### src/rtl/timebase_pkg.sv
// Shared types and elaboration-time helpers for the multi-channel timebase.
package timebase_pkg;

  // Decoded encoder step direction.
  typedef enum logic [1:0] {
    DIR_NONE,
    DIR_UP,
    DIR_DN
  } dir_t;

  // Width of the half_cycles() result; callers truncate to their own DIV_W.
  localparam int unsigned HALF_W = 32;

  // Cycles spent in each ADC_clk phase for timebase index b: 4**b.
  function automatic logic [HALF_W-1:0] half_cycles(input int unsigned b);
    return HALF_W'(1) << (2 * b);
  endfunction

  // Counter width needed to reach half_cycles(max index) - 1.
  function automatic int unsigned min_div_w(input int unsigned base_w);
    return 2 * ((1 << base_w) - 1) + 1;
  endfunction

  // True when the parameter set is self-consistent.
  function automatic bit params_ok(input int unsigned base_w,
                                   input int unsigned div_w,
                                   input int unsigned deb_cyc,
                                   input int unsigned base_rst);
    return (div_w >= min_div_w(base_w)) &&
           (min_div_w(base_w) <= HALF_W) &&
           (deb_cyc >= 1) &&
           (base_rst < (1 << base_w));
  endfunction

endpackage

### src/rtl/timebase_chan.sv
// One timebase channel: synchronise and debounce the encoder, decode steps
// into a pending index, and divide clk into a glitch-free ADC sample clock.
module timebase_chan
  import timebase_pkg::*;
#(
  parameter int BASE_W   = 3,
  parameter int DIV_W    = 24,
  parameter int DEB_CYC  = 4,
  parameter int WRAP     = 0,
  parameter int BASE_RST = 0
) (
  input  logic              clk,
  input  logic              rst,
  input  logic              quad_a,
  input  logic              quad_b,
  input  logic              en_clk,
  output logic              adc_clk,
  output logic              adc_stb,
  output logic [BASE_W-1:0] base,
  output logic              base_chg
);

  localparam int                RUN_W    = $clog2(DEB_CYC + 1);
  localparam logic [RUN_W-1:0]  RUN_DONE = RUN_W'(DEB_CYC);
  localparam logic [BASE_W-1:0] BASE_MAX = '1;
  localparam logic [BASE_W-1:0] BASE_INI = BASE_W'(BASE_RST);

  // Bit 0 carries phase A, bit 1 phase B throughout the input path.
  logic [1:0]       sync1, sync2, last, acc;
  logic [RUN_W-1:0] run_q   [2];
  logic [RUN_W-1:0] run_nxt [2];
  logic             acc_a_d;
  dir_t             step;
  logic [BASE_W-1:0] pend, pend_nxt;
  logic [DIV_W-1:0]  cnt, half_m1;
  logic              terminal, apply;

  // Two-flop synchroniser for the asynchronous encoder phases.
  always_ff @(posedge clk or posedge rst) begin
    // NOTE: non-blocking so each flop samples its pre-edge input; blocking would collapse the two stages into one.
    if (rst) begin
      sync1 <= '0;
      sync2 <= '0;
    end else begin
      sync1 <= {quad_b, quad_a};
      sync2 <= sync1;
    end
  end

  // Length of the current run of identical synchronised samples, saturating at DEB_CYC.
  always_comb begin
    for (int i = 0; i < 2; i++) begin
      // NOTE: default assigned first so every path drives run_nxt and no latch is inferred.
      run_nxt[i] = run_q[i];
      if (sync2[i] != last[i])        run_nxt[i] = RUN_W'(1);
      else if (run_q[i] != RUN_DONE)  run_nxt[i] = run_q[i] + RUN_W'(1);
    end
  end

  // Accept a phase value once it has been seen DEB_CYC samples in a row.
  always_ff @(posedge clk or posedge rst) begin
    if (rst) begin
      last    <= '0;
      acc     <= '0;
      acc_a_d <= 1'b0;
      // NOTE: run_q is a two-entry register array, not a RAM, so it is reset like any other flop.
      for (int i = 0; i < 2; i++) run_q[i] <= '0;
    end else begin
      last    <= sync2;
      acc_a_d <= acc[0];
      for (int i = 0; i < 2; i++) begin
        run_q[i] <= run_nxt[i];
        if (run_nxt[i] == RUN_DONE) acc[i] <= sync2[i];
      end
    end
  end

  // Only an accepted A rising edge is a step; B selects the direction.
  always_comb begin
    step = DIR_NONE;
    if (acc[0] && !acc_a_d) step = acc[1] ? DIR_DN : DIR_UP;
  end

  // Pending index after this step, saturating or wrapping at the ends.
  always_comb begin
    pend_nxt = pend;
    unique case (step)
      DIR_UP: begin
        if (pend != BASE_MAX) pend_nxt = pend + BASE_W'(1);
        else if (WRAP != 0)   pend_nxt = '0;
      end
      DIR_DN: begin
        if (pend != '0)       pend_nxt = pend - BASE_W'(1);
        else if (WRAP != 0)   pend_nxt = BASE_MAX;
      end
      default: ;
    endcase
  end

  // Terminal count of the current phase and the point where base may change.
  assign half_m1  = DIV_W'(half_cycles(32'(base)) - 1);
  assign terminal = en_clk && (cnt == half_m1);
  // While running, only the falling toggle (period end) may switch base.
  assign apply    = en_clk ? (terminal && adc_clk) : 1'b1;

  // Divider: toggle ADC_clk every half(base) cycles, strobe on the rising toggle.
  always_ff @(posedge clk or posedge rst) begin
    if (rst) begin
      cnt     <= '0;
      adc_clk <= 1'b0;
      adc_stb <= 1'b0;
    end else if (!en_clk) begin
      cnt     <= '0;
      adc_clk <= 1'b0;
      adc_stb <= 1'b0;
    end else if (terminal) begin
      cnt     <= '0;
      adc_clk <= ~adc_clk;
      adc_stb <= ~adc_clk;
    end else begin
      cnt     <= cnt + DIV_W'(1);
      adc_stb <= 1'b0;
    end
  end

  // Index registers: steps accumulate in pend, base takes pend only at apply.
  always_ff @(posedge clk or posedge rst) begin
    if (rst) begin
      pend     <= BASE_INI;
      base     <= BASE_INI;
      base_chg <= 1'b0;
    end else begin
      pend     <= pend_nxt;
      base_chg <= apply && (pend != base);
      if (apply) base <= pend;
    end
  end

endmodule

### src/rtl/timebase_multi.sv
// N-channel timebase controller: independent encoder-driven ADC clock
// dividers sharing only clk50 and rst.
module timebase_multi
  import timebase_pkg::*;
#(
  parameter int NUM_CH   = 2,
  parameter int BASE_W   = 3,
  parameter int DIV_W    = 24,
  parameter int DEB_CYC  = 4,
  parameter int WRAP     = 0,
  parameter int BASE_RST = 0
) (
  input  logic                     clk50,
  input  logic                     rst,
  input  logic [NUM_CH-1:0]        quadA,
  input  logic [NUM_CH-1:0]        quadB,
  input  logic [NUM_CH-1:0]        en_clk,
  output logic [NUM_CH-1:0]        ADC_clk,
  output logic [NUM_CH-1:0]        ADC_stb,
  output logic [NUM_CH*BASE_W-1:0] base,
  output logic [NUM_CH-1:0]        base_chg,
  output logic                     dev_clk
);

  if (!params_ok(BASE_W, DIV_W, DEB_CYC, BASE_RST)) begin : g_param_err
    $error("timebase_multi: DIV_W too small, DEB_CYC < 1 or BASE_RST out of range");
  end

  assign dev_clk = clk50;

  for (genvar i = 0; i < NUM_CH; i++) begin : g_ch
    timebase_chan #(
      .BASE_W  (BASE_W),
      .DIV_W   (DIV_W),
      .DEB_CYC (DEB_CYC),
      .WRAP    (WRAP),
      .BASE_RST(BASE_RST)
    ) u_chan (
      .clk     (clk50),
      .rst     (rst),
      .quad_a  (quadA[i]),
      .quad_b  (quadB[i]),
      .en_clk  (en_clk[i]),
      .adc_clk (ADC_clk[i]),
      .adc_stb (ADC_stb[i]),
      .base    (base[i*BASE_W +: BASE_W]),
      .base_chg(base_chg[i])
    );
  end

endmodule
### config.mk
export PLATFORM = sky130hd
export DESIGN_NAME = timebase_multi
export DESIGN_NICKNAME = d
export VERILOG_FILES = /design/src/rtl/timebase_pkg.sv /design/src/rtl/timebase_chan.sv /design/src/rtl/timebase_multi.sv
export SDC_FILE = /design/constraint.sdc
export NUM_CORES = 1
export LEC_CHECK = 0
export CORE_ASPECT_RATIO = 0.7
export CORE_MARGIN = 2
export CORE_UTILIZATION = 35
export CTS_CLUSTER_SIZE = 25
export DETAILED_ROUTE_END_ITERATION = 16
export HOLD_SLACK_MARGIN = 0.08
export PLACE_DENSITY = 0.54
export SETUP_SLACK_MARGIN = 0.02
export SLEW_MARGIN = 20
export SYNTH_ARGS = -nofsm -noshare
export SYNTH_HDL_FRONTEND = slang
export SYNTH_SLANG_ARGS = --single-unit
### constraint.sdc
create_clock -name clk50 -period 4.5 [get_ports clk50]
set_clock_uncertainty 0.15 [all_clocks]
set_input_delay 0.675 -clock clk50 [delete_from_list [all_inputs] [get_ports clk50]]
set_output_delay 0.675 -clock clk50 [all_outputs]
set_load 0.1 [all_outputs]
==> results.yml, run 1 <==
pwr:
  leakage_nw: 2.512
  power_mw: 3.544
  power_density_mw_per_mm2: 599.1
  vdd_ir_drop_max_mv: 0.2659
synthesis:
  yosys_warnings: 0
  synth_area_per_cell_um2: 9.637
  synth_flop_cell: "dfrtp_1"
  synth.area.mux_share: 0.01994
  synth_cell_types: 62
  ys_seq_elements: 96
  syn_inst: 534
  synth_edf_count: 0
  synthTopCellsByArea: "dfrtp_1 (47%), xor2_1 (6.3%), nor2_1 (6.1%)"
  syn-num-nets: 556
  ys_seq_area_frac: 0.4668
  synth_top_area_cell: "dfrtp_1"
  synth_fa_ha_area_frac: 0.03696
  synthArstFlopShare: 1.000
  synth_xor_area_frac: 0.1242
  synthSimpleGateAreaFrac: 0.2208
  syn_area_mm2: 0.005146
  synth_compound_area_frac: 0.08388
  synth_top_family_by_area: "simple AND/OR/NAND/NOR gates"
  synth_top_area_share: 0.4668
place:
  pre_cts_ws_ns: 0.4854
  place_congestion: 0.8006
  place_area_mm2: 0.005514
  io_buffer_count: 20
  hpwl_um: 7007
worst_setup_path:
  r2r_end: "g_ch[1].u_chan.base[2]"
  worstPathCellList: "clkbuf_16 -> clkbuf_16 -> clkdlybuf4s50_1"
  startpoint_type: "clock port"
  rr_worst_depth: 8
  crit_family: "buffers and inverters"
  rrSetupSlack_ns: 0.61
  worstPathArrival_ns: 3.45
  critPathBufInv: 3
  cp_common_cell: "clkbuf_16"
  startpoint: "clk50"
  cp_num_cells: 3
  r2r-start: "g_ch[1].u_chan.base[0]"
  slowest_delay_ns: 0.95
  critPathKind: "clock port to primary output"
  cp-end-kind: "primary output"
  worst-path-max-fanout: 2
  required_ns: 3.67
  cp-endpoint: "dev_clk"
  slowest_stage: "clkdlybuf4s50_1"
global_route:
  grt_pass1_wl_um: 17570
  grt_pass1_vias: 3592
  grt-ovfl-total: 0
  grt_use_total: 0.1420
  grt_start_max_net_pins: 49
  grt_antenna_before_repair: 0
clock_network:
  cts_hold_buf: 0
  cts_tree: "yes"
  insertion_delay_ns: 0.45
  cts-resized-gates: 0
  clkTransAtPathRegs_ns: 0.07
  cts_setup_buffers: 0
cells_and_area:
  fin_nets: 570
  areaGrowthSynthToFinish_pct: 14.95
  design_area_mm2: 0.005916
  fillers: 1425
  register_area_mm2: 0.002402
  final_cell_mix: "dfrtp_1 (96), nor2_1 (84), nand2_1 (47)"
  drive_above_1_share: 0.08514
  final_common_cell: "dfrtp_1"
  n_antenna_cell: 0
  multi_input_area_mm2: 0.002500
run:
  maxCapViolations: 0
floorplanning:
  ios: 21
  start_util: 0.3540
  core-area_mm2: 0.01454
  fp.dieH_um: 105.5
  die_area_mm2: 0.01570
  rows: 37
  die_w_um: 148.9
timing:
  slew_viol_final: 0
  fin_tns_setup_ns: 0
  rsz0062_at_grt: "false"
  whs_ns: 0.1998
  setup_viol: 0
  relSlewSlack: 0.3458
  final_hold_viol_count: 0
  worst_pin_slew_ns: 0.9783
  worst_slack_ns: 0.2278
drt:
  drt_pass1_iterations: 4
  drt_wl_total_um: 10090
  vias: 3640
  ant_nets: 0
  drt_iter0_drc: 218
  drc: 0
  via_per_inst: 4.873
  wl_per_cell_um: 13.51
status:
  run_status: "complete, no violations"
worst_hold_path:
  hold_path.class: "flop to flop"
==> layer usage <==
metal  global-route usage  up-vias  part of all wire
li1                     -     1834                 -
met1               0.2038     1745              0.53
met2               0.2024       51              0.42
met3              0.04719       10             0.040
met4              0.04286        0             0.012
met5                    0        -                 0
==> through the flow <==
| step | cells | utilization |
|---|---|---|
| after floorplan | 534 | - |
| final | 747 | 0.4070 |
| after global placement | 729 | 0.3793 |
| after detailed placement | 729 | 0.3793 |
| after CTS | 747 | 0.4070 |
| after global routing | 747 | 0.4070 |
==> flip-flops by register name, summed over array words and instances (netlist names), 4 cells and up <==
name,count
g_ch.u_chan.acc,4
g_ch.u_chan.base,6
g_ch.u_chan.cnt,48
g_ch.u_chan.last,4
g_ch.u_chan.pend,6
g_ch.u_chan.run_q,12
g_ch.u_chan.sync1,4
g_ch.u_chan.sync2,4
==> synthesized netlist by cell type, types with 3 or more instances <==
library cell	number
nand3_1	16
mux2_2	6
inv_1	28
and3_1	9
nor4_1	8
a21oi_1	6
a211oi_1	4
xor2_1	37
or3_1	5
clkbuf_1	14
xnor2_1	36
or4bb_1	3
nand2_1	47
or4_1	3
nor2_1	84
and2_1	5
o22ai_1	4
buf_4	7
dfrtp_1	96
o41ai_1	3
nand2b_1	4
nand4_1	14
buf_2	6
a31oi_1	3
nor2b_1	8
or2_2	7
o21ai_0	11
ha_1	12
nor3_1	4
==> cell type report <==
type / count / area share
Clock buffer: 14 / 0.05478
Timing Repair Buffer: 27 / 0.04230
Sequential cell: 96 / 0.4061
Tap cell: 195 / 0.04124
Inverter: 28 / 0.01819
Multi-Input combinational cell: 382 / 0.4226
Clock inverter: 5 / 0.01481
==> kinds of logic after synthesis <==
logic type,count (synthesis)
AOI/OAI and AO/OA,57
buffers and inverters,56
xor gates and xnor gates,73
DFF,96
and+or+nand+nor,229
adders and majority gates,14
muxes,9
==> how the worst min path moves through the flow <==
stage	startpoint	cells past startpoint	endpoint	slack, ns
3_5_place_dp	g_ch[0].u_chan.sync1[0]	0	g_ch[0].u_chan.sync2[0]	0.18
2_1_floorplan	g_ch[0].u_chan.sync1[0]	0	g_ch[0].u_chan.sync2[0]	0.18
3_3_place_gp	g_ch[0].u_chan.sync1[0]	0	g_ch[0].u_chan.sync2[0]	0.19
4_1_cts	g_ch[0].u_chan.sync1[0]	0	g_ch[0].u_chan.sync2[0]	0.20
5_1_grt	g_ch[0].u_chan.sync1[0]	0	g_ch[0].u_chan.sync2[0]	0.23
6_report	g_ch[0].u_chan.sync1[0]	0	g_ch[0].u_chan.sync2[0]	0.20
==> power by group <==
group	internal (mW)	leakage (nW)	switching (mW)	total, mW
clock	0.633	0.198	0.426	1.06
combinational	0.501	1.06	0.818	1.32
sequential	0.996	1.25	0.170	1.17
Power figures use the tool's default switching activity.
==> run 2: changes to the inputs <==
--- a/config.mk
+++ b/config.mk
@@ -5,13 +5,15 @@
 export SDC_FILE = /design/constraint.sdc
 export NUM_CORES = 1
 export LEC_CHECK = 0
+export CELL_PAD_IN_SITES_DETAIL_PLACEMENT = 1
+export CELL_PAD_IN_SITES_GLOBAL_PLACEMENT = 2
 export CORE_ASPECT_RATIO = 0.7
 export CORE_MARGIN = 2
 export CORE_UTILIZATION = 35
 export CTS_CLUSTER_SIZE = 25
 export DETAILED_ROUTE_END_ITERATION = 16
 export HOLD_SLACK_MARGIN = 0.08
-export PLACE_DENSITY = 0.54
+export PLACE_DENSITY = 0.78
 export SETUP_SLACK_MARGIN = 0.02
 export SLEW_MARGIN = 20
 export SYNTH_ARGS = -nofsm -noshare
==> constraint.sdc (replaced) <==
create_clock -name clk50 -period 3.5 [get_ports clk50]
set_clock_uncertainty 0.15 [all_clocks]
set_input_delay 0.525 -clock clk50 [delete_from_list [all_inputs] [get_ports clk50]]
set_output_delay 0.525 -clock clk50 [all_outputs]
set_load 0.1 [all_outputs]
==> run 2 against run 1 <==
Sequential power grew 25%. Die area stayed put. Routed wire length is 15% higher. Largest power group unchanged.
==> results.yml, run 2 (synthesis gave the netlist of run 1 again) <==
status:
  run_status: "complete, no violations"
global_route:
  grt_antenna_before_repair: 0
  grt_pass1_vias: 3995
  grt_start_max_net_pins: 50
  grt-ovfl-total: 0
  grt_pass1_wl_um: 20270
  grt_use_total: 0.1645
worst_setup_path:
  crit_family: "buffers and inverters"
  required_ns: 2.82
  worst-path-max-fanout: 2
  cp-endpoint: "dev_clk"
  r2r-start: "g_ch[0].u_chan.base[2]"
  slowest_stage: "dlygate4sd2_1"
  startpoint: "clk50"
  r2r_end: "g_ch[0].u_chan.base[2]"
  critPathBufInv: 3
  cp_common_cell: "clkbuf_16"
  rr_worst_depth: 9
  cp_num_cells: 3
  critPathKind: "clock port to primary output"
  worstPathArrival_ns: 2.58
  worstPathCellList: "clkbuf_16 -> clkbuf_16 -> dlygate4sd2_1"
  rrSetupSlack_ns: 0.31
  startpoint_type: "clock port"
  cp-end-kind: "primary output"
  slowest_delay_ns: 0.58
floorplanning:
  ios: 21
  die_area_mm2: 0.01570
  rows: 37
  die_w_um: 148.9
  fp.dieH_um: 105.5
  start_util: 0.3540
  core-area_mm2: 0.01454
pwr:
  vdd_ir_drop_max_mv: 0.6478
  power.share.switching: 0.4204
  leakage_nw: 2.528
  pwr-share-clk: 0.266
  power_mw: 4.584
  power_frac_seq: 0.318
  power_frac_comb: 0.417
  internal_power_mw: 2.657
  switchingPower_mw: 1.927
  power_density_mw_per_mm2: 769.8
place:
  io_buffer_count: 20
  place_congestion: 0.8174
  placed_cells: 730
  hpwl_um: 8130
cells_and_area:
  final_cell_mix: "dfrtp_1 (90), nor2_1 (84), nand2_1 (47)"
  largest_reg_flops: 48
  fillers: 1663
  drive_above_1_share: 0.1227
  n_antenna_cell: 0
  regMostFlops: "g_ch.u_chan.cnt"
  reg.largest.list: "g_ch.u_chan.cnt x48, g_ch.u_chan.run_q x12"
  final_common_cell: "dfrtp_1"
  areaGrowthSynthToFinish_pct: 15.71
  fin_nets: 571
  fin_cells: 749
timing:
  relSlewSlack: 0.3280
  worst_pin_slew_ns: 1.005
  rsz0062_at_grt: "false"
  setup_viol: 0
  fin_tns_setup_ns: 0
  slew_viol_final: 0
  final_hold_viol_count: 0
clock_network:
  cts_hold_buf: 0
  clkTransAtPathRegs_ns: 0.06
  cts_tree: "yes"
  insertion_delay_ns: 0.46
  cts_setup_buffers: 0
drt:
  ant_nets: 0
  drc: 0
  drt_wl_total_um: 11600
  drt_iter0_drc: 203
  wl_per_cell_um: 15.49
  drt_pass1_iterations: 4
  via_per_inst: 5.091
  vias: 3813
run:
  maxCapViolations: 0
worst_hold_path:
  hold_path.class: "flop to flop"
run 2: cell count changes in the layout (fill, tap and decap cells not counted), moves of 3 or more:
cell             previous run  this run
clkdlybuf4s50_1            20        13
dfrtp_1                    96        90
dfrtp_2                     0         6
buf_4                       8        13
mux2_2                      6         3
mux2_4                      1         4
run 2: area by class of cell:
class | count | area, um2 | area share
inverters | 28 | 107.6 | 0.01807
repair buffers | 28 | 267.8 | 0.04497
flip-flops and latches | 96 | 2410 | 0.4047
clock inverters | 7 | 55.05 | 0.009246
multi-input cells | 382 | 2561 | 0.4301
well taps | 195 | 244.0 | 0.04098
clock buffers | 13 | 309.0 | 0.05190
run 2: what timing repair did:
action                     4_1_cts  5_1_grt
gates resized for setup          1        0
hold endpoints to repair         0        0
setup endpoints to repair        1        0
run 2: per-stage QoR:
stage | utilization | setup WS, ns | hold WS (ns) | instance area (um2)
5_1_grt | 0.4096 | 0.06381 | 0.2201 | 5954
3_3_place_gp | 0.3853 | 0.1354 | 0.1826 | 5600
3_5_place_dp | 0.3853 | 0.1354 | 0.1864 | 5600
4_1_cts | 0.4096 | 0.2406 | 0.2018 | 5954
2_1_floorplan | - | 0.02475 | 0.1812 | 5261
6_report | 0.4096 | 0.2466 | 0.1986 | 5954
run 2: per-layer routing:
metal  global-route usage  wire [um]  vias to the layer above
met5                    0          0                        -
met4              0.06054        183                        0
met3              0.03766        306                       13
met2               0.2459       5098                       35
met1               0.2329       6013                     1936
li1                     -          -                     1829
run 2: worst min path at each step:
| stage | slack, ns | depth (start not counted) | from | to |
|---|---|---|---|---|
| after floorplan | 0.18 | 0 | g_ch[0].u_chan.sync1[0] | g_ch[0].u_chan.sync2[0] |
| after global placement | 0.18 | 0 | g_ch[1].u_chan.sync1[0] | g_ch[1].u_chan.sync2[0] |
| after detailed placement | 0.19 | 0 | g_ch[0].u_chan.sync1[0] | g_ch[0].u_chan.sync2[0] |
| after CTS | 0.20 | 0 | g_ch[0].u_chan.sync1[0] | g_ch[0].u_chan.sync2[0] |
| after global routing | 0.22 | 0 | g_ch[0].u_chan.sync1[0] | g_ch[0].u_chan.sync2[0] |
| final | 0.20 | 0 | g_ch[0].u_chan.sync1[0] | g_ch[0].u_chan.sync2[0] |
run 2: power groups by stage:
stage	clock [mW]	sequential (mW)	combinational, mW
floorplan	0.108	1.70	1.34
global placement	0.112	1.46	1.85
CTS	1.26	1.46	1.92
global route	1.30	1.49	2.11
finish	1.22	1.46	1.91
detailed placement	0.112	1.48	1.91
